File: src/rtl/ifu_prefetch_if.sv
// Signal bundle between the prefetch unit, the PC-redirect source, the IDU and the AXI4 read slave.
// The master modport is the prefetch unit's view; slave is everything around it.
interface ifu_prefetch_if;
    logic        redirect_valid;
    logic [31:0] redirect_pc;

    logic        inst_valid;
    logic        inst_ready;
    logic [31:0] inst;
    logic [31:0] inst_pc;
    logic        inst_fault;

    logic        arvalid;
    logic        arready;
    logic [31:0] araddr;
    logic [3:0]  arid;
    logic [7:0]  arlen;
    logic [2:0]  arsize;
    logic [1:0]  arburst;

    logic        rvalid;
    logic        rready;
    logic [31:0] rdata;
    logic [1:0]  rresp;
    logic        rlast;

    modport master (
        input  redirect_valid, redirect_pc, inst_ready, arready,
               rvalid, rdata, rresp, rlast,
        output inst_valid, inst, inst_pc, inst_fault,
               arvalid, araddr, arid, arlen, arsize, arburst, rready
    );

    modport slave (
        output redirect_valid, redirect_pc, inst_ready, arready,
               rvalid, rdata, rresp, rlast,
        input  inst_valid, inst, inst_pc, inst_fault,
               arvalid, araddr, arid, arlen, arsize, arburst, rready
    );
endinterface

File: src/rtl/ifu_prefetch.sv
// Instruction prefetch unit: AXI4 INCR-burst read master filling a small {inst, pc, fault} buffer
// that the IDU drains over valid/ready; supports redirect/flush and halts after a faulting beat.
module ifu_prefetch #(
    parameter logic [31:0] RESET_PC   = 32'h8000_0000,
    parameter int          BURST_LEN  = 4,
    parameter int          FIFO_DEPTH = 4,
    parameter int          AXI_ID     = 0
) (
    input logic            clk,
    input logic            rst,
    ifu_prefetch_if.master bus
);
    localparam logic [1:0] IDLE  = 2'd0;
    localparam logic [1:0] ADDR  = 2'd1;
    localparam logic [1:0] DATA  = 2'd2;
    localparam logic [1:0] DRAIN = 2'd3;

    localparam int PTR_W = (FIFO_DEPTH > 1) ? $clog2(FIFO_DEPTH) : 1;
    localparam int CNT_W = $clog2(FIFO_DEPTH + 1);

    logic [1:0]       state_q, state_d;
    logic [31:0]      fetch_pc_q, fetch_pc_d;
    logic             halt_q, halt_d;
    logic [31:0]      araddr_q, araddr_d;
    logic [7:0]       arlen_q, arlen_d;
    logic [7:0]       beat_idx_q, beat_idx_d;
    logic             discard_q, discard_d;
    logic [PTR_W-1:0] wr_ptr_q, wr_ptr_d;
    logic [PTR_W-1:0] rd_ptr_q, rd_ptr_d;
    logic [CNT_W-1:0] count_q, count_d;
    logic [64:0]      fifo_q [FIFO_DEPTH];

    logic        push;
    logic        pop;
    logic        have_room;
    logic        beat_fault;
    logic [64:0] push_entry;

    function automatic logic [PTR_W-1:0] ptr_inc(input logic [PTR_W-1:0] p);
        return (p == PTR_W'(FIFO_DEPTH - 1)) ? '0 : p + PTR_W'(1);
    endfunction

    assign have_room  = count_q <= CNT_W'(FIFO_DEPTH - BURST_LEN);
    assign beat_fault = |bus.rresp;
    assign push_entry = {beat_fault, araddr_q + {22'd0, beat_idx_q, 2'b00}, bus.rdata};
    assign pop        = (count_q != '0) && bus.inst_ready;

    always_comb begin
        state_d    = state_q;
        fetch_pc_d = fetch_pc_q;
        halt_d     = halt_q;
        araddr_d   = araddr_q;
        arlen_d    = arlen_q;
        beat_idx_d = beat_idx_q;
        discard_d  = discard_q;
        push       = 1'b0;

        case (state_q)
            IDLE: begin
                if (!halt_q && !bus.redirect_valid && have_room) begin
                    state_d   = ADDR;
                    araddr_d  = fetch_pc_q;
                    // Trim the first burst so it never crosses a BURST_LEN-word boundary.
                    arlen_d   = 8'(BURST_LEN - 1) - 8'((fetch_pc_q >> 2) & 32'(BURST_LEN - 1));
                    discard_d = 1'b0;
                end
            end
            ADDR: begin
                if (bus.redirect_valid) discard_d = 1'b1;
                if (bus.arready) begin
                    state_d    = (discard_q || bus.redirect_valid) ? DRAIN : DATA;
                    beat_idx_d = '0;
                end
            end
            DATA: begin
                if (bus.redirect_valid) begin
                    state_d = (bus.rvalid && bus.rlast) ? IDLE : DRAIN;
                end else if (bus.rvalid) begin
                    push       = 1'b1;
                    beat_idx_d = beat_idx_q + 8'd1;
                    if (bus.rlast) begin
                        fetch_pc_d = fetch_pc_q + {22'd0, arlen_q, 2'b00} + 32'd4;
                        state_d    = IDLE;
                    end
                    if (beat_fault) begin
                        halt_d = 1'b1;
                        if (!bus.rlast) state_d = DRAIN;
                    end
                end
            end
            default: begin
                if (bus.rvalid && bus.rlast) state_d = IDLE;
            end
        endcase

        if (bus.redirect_valid) begin
            fetch_pc_d = bus.redirect_pc;
            halt_d     = 1'b0;
        end
    end

    // A redirect flushes the buffer outright, so it wins over any same-cycle pop.
    always_comb begin
        wr_ptr_d = wr_ptr_q;
        rd_ptr_d = rd_ptr_q;
        count_d  = count_q;
        if (bus.redirect_valid) begin
            wr_ptr_d = '0;
            rd_ptr_d = '0;
            count_d  = '0;
        end else begin
            if (push) wr_ptr_d = ptr_inc(wr_ptr_q);
            if (pop)  rd_ptr_d = ptr_inc(rd_ptr_q);
            count_d = count_q + CNT_W'(push) - CNT_W'(pop);
        end
    end

    always_ff @(posedge clk or negedge rst) begin
        if (!rst) begin
            state_q    <= IDLE;
            fetch_pc_q <= RESET_PC;
            halt_q     <= 1'b0;
            araddr_q   <= RESET_PC;
            arlen_q    <= '0;
            beat_idx_q <= '0;
            discard_q  <= 1'b0;
            wr_ptr_q   <= '0;
            rd_ptr_q   <= '0;
            count_q    <= '0;
        end else begin
            state_q    <= state_d;
            fetch_pc_q <= fetch_pc_d;
            halt_q     <= halt_d;
            araddr_q   <= araddr_d;
            arlen_q    <= arlen_d;
            beat_idx_q <= beat_idx_d;
            discard_q  <= discard_d;
            wr_ptr_q   <= wr_ptr_d;
            rd_ptr_q   <= rd_ptr_d;
            count_q    <= count_d;
        end
    end

    always_ff @(posedge clk) begin
        if (push) fifo_q[wr_ptr_q] <= push_entry;
    end

    assign bus.inst_valid = count_q != '0;
    assign {bus.inst_fault, bus.inst_pc, bus.inst} = fifo_q[rd_ptr_q];

    assign bus.arvalid = state_q == ADDR;
    assign bus.araddr  = araddr_q;
    assign bus.arlen   = arlen_q;
    assign bus.arid    = 4'(AXI_ID);
    assign bus.arsize  = 3'b010;
    assign bus.arburst = 2'b01;
    assign bus.rready  = (state_q == DATA) || (state_q == DRAIN);
endmodule

File: src/flat_wrapper.sv
// flat-port wrapper written by rule: the top's interface ports become plain ports
module ifu_prefetch_flat 
#(
    parameter logic [31:0] RESET_PC   = 32'h8000_0000,
    parameter int          BURST_LEN  = 4,
    parameter int          FIFO_DEPTH = 4,
    parameter int          AXI_ID     = 0
)
  (clk, rst, bus_redirect_valid, bus_redirect_pc, bus_inst_ready, bus_arready, bus_rvalid, bus_rdata, bus_rresp, bus_rlast, bus_inst_valid, bus_inst, bus_inst_pc, bus_inst_fault, bus_arvalid, bus_araddr, bus_arid, bus_arlen, bus_arsize, bus_arburst, bus_rready);
  ifu_prefetch_if bus_i ();
  input logic clk;
  input logic rst;
  input wire logic [$bits(bus_i.redirect_valid)-1:0] bus_redirect_valid;
  input wire logic [$bits(bus_i.redirect_pc)-1:0] bus_redirect_pc;
  input wire logic [$bits(bus_i.inst_ready)-1:0] bus_inst_ready;
  input wire logic [$bits(bus_i.arready)-1:0] bus_arready;
  input wire logic [$bits(bus_i.rvalid)-1:0] bus_rvalid;
  input wire logic [$bits(bus_i.rdata)-1:0] bus_rdata;
  input wire logic [$bits(bus_i.rresp)-1:0] bus_rresp;
  input wire logic [$bits(bus_i.rlast)-1:0] bus_rlast;
  output wire logic [$bits(bus_i.inst_valid)-1:0] bus_inst_valid;
  output wire logic [$bits(bus_i.inst)-1:0] bus_inst;
  output wire logic [$bits(bus_i.inst_pc)-1:0] bus_inst_pc;
  output wire logic [$bits(bus_i.inst_fault)-1:0] bus_inst_fault;
  output wire logic [$bits(bus_i.arvalid)-1:0] bus_arvalid;
  output wire logic [$bits(bus_i.araddr)-1:0] bus_araddr;
  output wire logic [$bits(bus_i.arid)-1:0] bus_arid;
  output wire logic [$bits(bus_i.arlen)-1:0] bus_arlen;
  output wire logic [$bits(bus_i.arsize)-1:0] bus_arsize;
  output wire logic [$bits(bus_i.arburst)-1:0] bus_arburst;
  output wire logic [$bits(bus_i.rready)-1:0] bus_rready;
  assign bus_i.redirect_valid = bus_redirect_valid;
  assign bus_i.redirect_pc = bus_redirect_pc;
  assign bus_i.inst_ready = bus_inst_ready;
  assign bus_i.arready = bus_arready;
  assign bus_i.rvalid = bus_rvalid;
  assign bus_i.rdata = bus_rdata;
  assign bus_i.rresp = bus_rresp;
  assign bus_i.rlast = bus_rlast;
  assign bus_inst_valid = bus_i.inst_valid;
  assign bus_inst = bus_i.inst;
  assign bus_inst_pc = bus_i.inst_pc;
  assign bus_inst_fault = bus_i.inst_fault;
  assign bus_arvalid = bus_i.arvalid;
  assign bus_araddr = bus_i.araddr;
  assign bus_arid = bus_i.arid;
  assign bus_arlen = bus_i.arlen;
  assign bus_arsize = bus_i.arsize;
  assign bus_arburst = bus_i.arburst;
  assign bus_rready = bus_i.rready;
  ifu_prefetch #(.RESET_PC(RESET_PC), .BURST_LEN(BURST_LEN), .FIFO_DEPTH(FIFO_DEPTH), .AXI_ID(AXI_ID)) u_core (.clk(clk), .rst(rst), .bus(bus_i));
endmodule
File: config.mk
export PLATFORM = sky130hd
export DESIGN_NAME = ifu_prefetch_flat
export DESIGN_NICKNAME = d
export VERILOG_FILES = /design/src/rtl/ifu_prefetch_if.sv /design/src/rtl/ifu_prefetch.sv /design/src/flat_wrapper.sv
export SDC_FILE = /design/constraint.sdc
export NUM_CORES = 1
export LEC_CHECK = 0
export BUFFER_PORTS_ARGS = -buffer_cell sky130_fd_sc_hd__buf_2
export CORE_MARGIN = 5
export CORE_UTILIZATION = 60
export DETAILED_ROUTE_END_ITERATION = 8
export PLACE_DENSITY = 0.82
export SETUP_SLACK_MARGIN = 0.02
export SLEW_MARGIN = 20
export SYNTH_ARGS = -nofsm -noshare
export SYNTH_HDL_FRONTEND = slang
export SYNTH_SLANG_ARGS = --single-unit
export TNS_END_PERCENT = 30
File: constraint.sdc
create_clock -name clk -period 7.2 [get_ports clk]
set_input_delay 0.36 -clock clk [delete_from_list [all_inputs] [get_ports clk]]
set_output_delay 0.36 -clock clk [all_outputs]
set_load 0.03 [all_outputs]
==> results by stage, run 1 <==
Outcome:
- The flow ran to the end, and the final reports show no timing, DRC or antenna violations.

GRT:
- After global routing the overflow that remains totals 0.
- The first global-routing pass estimated roughly 45000 µm of wire.
- Global routing used 21.8% of the available tracks across all layers.
- The number of global-route vias before repair was 7857.
- Entering global routing, the biggest net connects 78 pins.
- The initial antenna violation count is 0.

Pwr:
- The overall power after layout is 0.00610 W.
- Dividing total power by cell area gives a power density of 368 nW/µm².
- The maximum ir drop on the vdd rail is around 0.27 mV.
- The analysis attributes to cell leakage a power of 6.13 nW.

Synth:
- The async set-or-reset flop fraction in the synthesized netlist is 24.6%.
- The share of Yosys cell area claimed by the top area cell type is between 50% and 60%.
- The count of flip-flops with a built-in enable after synthesis is 260.
- Among all flip-flop cells after synthesis, the most frequent one is edfxtp_1.
- For this run, the register share of the synthesized area comes to 69.1%.
- The mapped cell area is 14400 µm².
- The count of yosys warnings during synthesis is 0.
- The post-synthesis average cell area is 16.9 µm².
- The number of flip-flops and latches in the synthesized netlist is ~350.
- The count of unique library cells instantiated by Yosys is 53.
- edfxtp_1 takes more of the synthesized area than any other cell.
- In the post-synthesis netlist, the biggest area contributors are edfxtp_1 (54%), dfrtp_1 (14%), mux4_2 (10%).
- Synthesis produced 852 cells.

Placement:
- The worst setup slack before clock tree synthesis is 4320 ps.
- The post-detailed-placement half-perimeter wirelength is 18500 µm.
- The routability congestion estimate from global placement is 0.794.
- The count of buffers added on input and output ports is 174.

Min path:
- The startpoint identified for the worst hold timing path is bus_redirect_pc[29].
- The min-delay analysis places its worst path in the category input pin to flop.

Setup path:
- STA puts the critical path data required time at 6840 ps.
- The worst setup path is launched from a flop.
- By startpoint and endpoint, the worst setup path is classified as flop to output port.
- Tracing the worst setup path back leads to its startpoint at u_core.rd_ptr_q[0].
- Data on the critical path arrives at its endpoint at roughly 2900 ps.
- The highest fanout seen on the critical path is 35.
- The sort of element at the end of the critical path is an output port.
- The startpoint of the worst-slack reg-to-reg timing path is u_core.beat_idx_q[2].

Floorplan:
- For this configuration, the core starts out at a cell density of 61.1%.
- The core outline area is around 24000 µm².
- The width of the chip is 165 µm.
- The floorplan has 56 rows.
- The die span in y is between 150 and 200 µm.
- The floorplan step defined a die boundary enclosing 27200 µm².
- The boundary pin count is 190.

Drt:
- The detailed router finished its first iteration with 642 violations.
- The routed wire length is 28900 µm.
- Before antenna repair, the detailed router went through 5 iterations.
- The detail route stage leaves a number of antenna-violating nets equal to 0.
- The mean routed wirelength per cell is 21.0 µm.
- The average vias per placed instance is between 5 and 6.
- The total vias in the final route is 7817.
- The remaining routing DRC violations is 0.

Timing:
- The setup clock skew after layout is roughly 15 ps.
- The final clock period utilization by the worst path is 45.8%.
- Setup repair after global routing left no endpoint under its margin.
- Measured against its own limit, the worst slew margin works out to 33.9%.
- Static timing analysis puts the maximum clock frequency at slightly above 300 MHz.
- The worst setup margin is 3900 ps.
- The number of setup violations in the final report is 0.
- For the pin with the worst max-slew slack, the measured transition is 991 ps.
- Counting I/O delays and the setup requirement, the final critical path takes between 3000 and 4000 ps.
- The accumulated negative setup slack is 0 ps.
- The final count of hold timing violations is 0.
- The number of pins exceeding their max-slew limit in the final report was 0.

Clocking:
- In this run the clock root is driven by a clkbuf_16.
- The clock net sink count is 345.
- Clock tree synthesis inserted a total of 35 buffers.
- After clock tree synthesis, the setup repair step added 0 buffers.
- At the later pin of the worst-skew pair, clock insertion delay measures 510 ps.
- After clock tree synthesis, the clock-pin slew on the worst setup and hold paths is approximately 60 ps.
- TritonCTS built the clock tree.
- The maximum clock insertion buffer count is 3.
- The number of H-tree levels is 2.

Cells and area:
- The area of the multi-input gates is 4150 µm².
- Counting the fill cells in the layout gives 1564.
- The post-layout net count is 1128.
- The post-route netlist has roughly a third of its cells at a drive strength greater than 1.
- The sequential cells in the finished layout cover a total of around 10000 µm².
- Relative to the synthesized area, the layout overhead comes to 15.3%.
- The number of inserted diodes is 0.

Run:
- The count of maximum capacitance violations is 0.
[critical path, stage by stage, from the launching register on]
cell and delay [ps]:
dfrtp_4 860, buf_4 680, mux4_2 630, buf_2 200
[where the power goes]
group / switching [W] / leakage (nW) / internal, W
combinational: 0.00106 / 2.19 / 0.000652
clock: 0.000710 / 0.530 / 0.000978
sequential: 0.000264 / 3.41 / 0.00244
[metal layers]
metal  part of all wire (%)  up-vias  track usage, %
met4                    1.4        0            4.91
met5                      0        -               0
li1                       -     3589               -
met1                     42     3902            32.1
met2                     50      292            34.9
met3                    6.6       34            3.57
[cell usage after synthesis, types with 6 or more instances]
master      n
ha_1       19
and2_1     10
edfxtp_1  260
clkbuf_1   22
xor2_1     31
buf_4      18
mux4_2     65
o21ai_0    36
mux2_2     33
xnor2_1    32
nor3_1      7
and3_1      8
a21oi_1    12
buf_2       8
nand2_1    57
nand4_1    16
nor2_1     28
inv_1      16
and4_1      6
nand3_1    21
dfrtp_1    83
[what timing repair did]
item	CTS	global route
gates resized for setup	0	0
hold buffers	1	0
hold endpoints to repair	13	0
[logic make-up after synthesis]
group	share of synthesized area [%]
DFF	69.1
and+or+nand+nor	6.74
muxes	13.0
AOI/OAI and AO/OA	2.77
buffers and inverters	2.45
xor gates and xnor gates	3.84
adders and majority gates	2.07
other	0.0522
[stage by stage]
stage | std cells | utilization, % | area (µm²) | hold WS (ps)
after detailed placement | 1314 | 65.8 | 15500 | 220
after floorplan | 865 | - | 14400 | 64.4
after CTS | 1377 | 70.4 | 16600 | 44.0
final | 1377 | 70.4 | 16600 | 60.5
after global placement | 1314 | 65.8 | 15500 | 217
after global routing | 1377 | 70.4 | 16600 | 53.2
[placed cells by master (no fill, tap or decap), drive strengths merged, types with 3 or more instances in the layout]
master	netlist	final
nor3	8	8
nand3	22	22
ha	19	19
o21a	4	4
xor2	31	31
nand2b	3	3
a21o	3	3
xnor2	32	32
and3	8	8
mux4	65	65
buf	31	183
and2	10	10
nor4	5	5
a21oi	12	12
inv	16	16
o21ai	40	40
dfrtp	83	83
clkbuf	22	41
clkinv	0	18
o211ai	4	4
conb	2	15
fa	3	3
mux2	33	33
nand2	57	57
mux2i	3	3
nor2	29	29
and4	6	6
nor2b	4	4
nand4	16	16
edfxtp	260	260
[worst paths after layout]
check                                   endpoint  slack, ps  depth (start not counted)
max in group asynchronous     u_core.rd_ptr_q[0]       5690                          3
max                               bus_inst_pc[9]       3900                          3
min in group asynchronous  u_core.bus.araddr[25]        240                          2
min                        u_core.fetch_pc_q[29]         60                          3
max reg2reg                 u_core.fifo_q[0][51]       4290                          6
min reg2reg                        u_core.halt_q        500                          2
[final cells by class]
type                       count  area share, %
sequential                   345           60.0
multi-input combinational    451           25.0
timing repair buffer         184           5.74
clock buffer                  41           5.48
tap                          319           2.41
clock inverter                21           1.03
inverter                      16          0.362
[sequential cells by signal, indices dropped and copies added (netlist names)]
name               count
u_core.count_q         3
u_core.fifo_q        260
u_core.rd_ptr_q        2
u_core.wr_ptr_q        2
u_core.discard_q       1
u_core.bus.arlen       2
u_core.state_q         2
u_core.bus.araddr     32
u_core.fetch_pc_q     32
u_core.halt_q          1
u_core.beat_idx_q      8
Power figures use the tool's default switching activity.
==> inputs of run 2 (changes only) <==
- CORE_UTILIZATION: 60 -> 58
- PLACE_DENSITY: 0.82 -> 0.8
- clock period: 7.2 -> 3.4 ns (I/O delays scaled with it)
==> results by stage, run 2 (synthesized netlist as in run 1, its figures left out) <==
Setup path:
- By startpoint and endpoint, the worst setup path is classified as flop to flop.
- The worst-case register-to-register setup slack is 850 ps.
- The worst setup path is launched from a flop.
- The most numerous cell type found on the critical path is ha_1.
- Data on the critical path is required at its endpoint by around 3800 ps.
- The signal on the critical path passes through ha_1 > ha_1 > inv_1 > fa_1 > nand2b_1 > or3_1 > nor4_2 > xor2_1 > mux2_2.
- STA classifies the critical path endpoint as a flop.
- The data arrival time of the critical path is 2990 ps.
- The end of the worst register-to-register path is u_core.fetch_pc_q[31].
- On the critical path, the stage with the largest delay is an instance of dfrtp_1.
- The path depth of the worst reg2reg path is 9.
- The highest fanout seen on the critical path is 4.
- The startpoint of the worst-slack reg-to-reg timing path is u_core.fetch_pc_q[3].
- In this design, the stage delay of the slowest critical-path cell is 400 ps.

Drt:
- The detail route stage leaves a number of antenna-violating nets equal to 0.
- The first detailed-routing pass took 5 iterations.
- The routed wire length is 29600 µm.
- In this run, the number of DRC markers left after iteration 0 of detailed routing was 741.
- The average vias per placed instance is 5.67.
- In the final routed layout, each cell accounts on average for 20.4 µm.
- The remaining routing DRC violations is 0.
- The total vias in the final route is about 8200.

Floorplan:
- The region available for standard cell placement spans 24400 µm².
- After floorplanning, the core was divided into 57 placement rows.
- From bottom edge to top edge, the die measures around 170 µm.
- The boundary pin count is 190.
- The overall die area is 28000 µm².
- The initial utilization of the core area, before any placement, comes to 58.9%.
- The width of the chip is approximately 170 µm.

Clocking:
- The post-CTS setup repair buffer count is 0.
- The clock passes through at most 3 buffers.
- In this run, post-CTS repair resized a total of 0 instances.
- In this run, CTS created clock tree buffers numbering 36.
- The clock net sink count is approximately 350.
- The TritonCTS clock tree is yes.
- For this design, the CTS-stage hold fixing added 66 buffers.
- The tree is rooted in a clkbuf_16.
- For the worst-skew pair, the clock arrives at the later sink with an insertion delay of 510 ps.
- The clock slew seen by the registers of the worst setup and hold paths is 60 ps.
- The H-tree was split into 2 levels.

Cells and area:
- The repair_antennas step left the layout with diodes totalling 0.
- In the layout the commonest cells are edfxtp_1 (260), buf_2 (173), dfrtp_1 (81).
- The library cell used most frequently in the layout, excluding fill and tap cells, is edfxtp_1.
- The number of standard cells in the layout, taps in and fillers out is 1453.
- The register ranked first by flip-flop count is u_core.fifo_q.
- Relative to the synthesized area, the layout overhead comes to 20.7%.
- The fraction of final layout cells with drive strength greater than 1 is 30.6%.
- Once layout is done, the placed cells without fillers occupy 17300 µm².
- In the final design database the tool counted 1197 nets.
- The flip-flop count of the largest register after layout is 260.

Timing:
- For this run, the top clock speed supported by timing is 392 MHz.
- The worst-case hold slack is 64.7 ps.
- The worst slew slack as a fraction of its limit is 38.2%.
- At the pin with the least slew margin, the transition time is 927 ps.
- The final clock period utilization by the worst path is 75.0%.
- Clock skew on the completed layout was measured at 17.8 ps.
- The number of setup violations in the final report is 0.
- The number of pins exceeding their max-slew limit in the final report came to 0.
- The final count of hold timing violations is 0.
- The clock period minus worst slack is 2550 ps.
- Setup repair after global routing left no endpoint under its margin.
- After routing, the total negative slack on setup checks comes to 0 ps.

GRT:
- The fraction of met1 tracks used by global routing is 30.6%.
- Entering global routing, the biggest net connects 74 pins.
- In this run the most used layer during global routing was met2.
- The total overflow left after global routing is 0.
- In the global route stage, met2 resource usage came out at 34.4%.
- The initial antenna violation count is 0.
- For this run, the total global-route usage over all layers was measured as 21.3%.
- The number of global-route vias before repair is around 8700.
- The wire length of the first global-routing pass is 47800 µm.
- The fraction of met3 tracks used by global routing is between 4 and 5%.

Pwr:
- The clock network fraction of total power is 27.6%.
- The leakage power total is 6.43 nW.
- The combinational fraction of design power is 28.8%.
- The switching share of total power is 33.1%.
- Summed over all nets, the switching power comes to 0.00433 W.
- The design internal power is roughly 0.0088 W.
- In this run, flip-flops and latches consume 43.6% of the power.
- Dividing total power by cell area gives a power density of between 700 and 800 nW/µm².
- VDD sags by at most 0.654 mV.

Placement:
- The routability congestion estimate from global placement is 0.831.
- The total placed instance area is 15600 µm².
- The number of port buffers is 174.
- The HPWL after detailed placement is between 15000 and 20000 µm.
- The post-placement cell count is 1322.

Outcome:
- The run finished with clean final reports.

Min path:
- The cell depth of the worst hold path is 4.
- The path with the worst hold slack has its endpoint at u_core.beat_idx_q[0].
- In this run the worst hold path is classified as input pin to flop.
- The startpoint of the lowest-slack hold path is bus_arready.

Run:
- The count of maximum capacitance violations is 0.
==> run 2: changes by cell type in the layout (fill, tap and decap cells not counted), sizes merged <==
cell,delta
dlygate4sd3,+65
clkbuf,+9
clkinv,-4
buf,+3
bufinv,-1
clkinvlp,-1
==> run 2: power groups by stage <==
stage               Sequential, W  Clock, W  Combinational (W)
detailed placement        0.00578         0            0.00374
floorplan                 0.00588         0            0.00250
global placement          0.00576         0            0.00367
global route              0.00576   0.00390            0.00407
finish                    0.00570   0.00361            0.00377
CTS                       0.00569   0.00370            0.00382
==> run 2: metrics by stage <==
stage	total power (W)	utilization [%]	setup WS [ps]
3_3_place_gp	0.00942	63.9	881
2_1_floorplan	0.00838	-	346
5_1_grt	0.0137	71.1	665
3_5_place_dp	0.00952	63.9	823
6_report	0.0131	71.1	849
4_1_cts	0.0132	71.1	824
==> run 2: worst max path at each step <==
stage / startpoint / to / slack [ps] / cells after the start
3_3_place_gp: u_core.fetch_pc_q[3] / u_core.fetch_pc_q[31] / 880 / 9
5_1_grt: u_core.fetch_pc_q[3] / u_core.fetch_pc_q[31] / 670 / 9
3_5_place_dp: u_core.fetch_pc_q[3] / u_core.fetch_pc_q[31] / 820 / 9
4_1_cts: u_core.rd_ptr_q[0] / bus_inst_pc[20] / 820 / 3
2_1_floorplan: u_core.state_q[0] / u_core.fifo_q[0][0] / 350 / 4
6_report: u_core.fetch_pc_q[3] / u_core.fetch_pc_q[31] / 850 / 9
==> run 2: critical path, delay by kind of cell (launching register included) <==
| family | cells | cell delay (ps) |
|---|---|---|
| XOR/XNOR | 1 | 90 |
| multiplexers | 1 | 260 |
| AND/OR/NAND/NOR | 3 | 830 |
| buffers and inverters | 1 | 50 |
| adder cells (fa/ha/maj) | 3 | 860 |
| flip-flops | 1 | 400 |
==> run 2: cell type report <==
type                       instances  area [µm²]
sequential                       345        9940
fill                            1566        7040
multi-input combinational        451        4150
timing repair buffer             252        1700
clock buffer                      50         996
tap                              324         405
clock inverter                    15        98.8
inverter                          16        60.1
==> run 2: layer usage <==
metal | wire length, µm | part of all wire, %
met5 | 0 | 0
met4 | 427 | 1.4
met3 | 2060 | 6.9
met2 | 14400 | 49
met1 | 12800 | 43
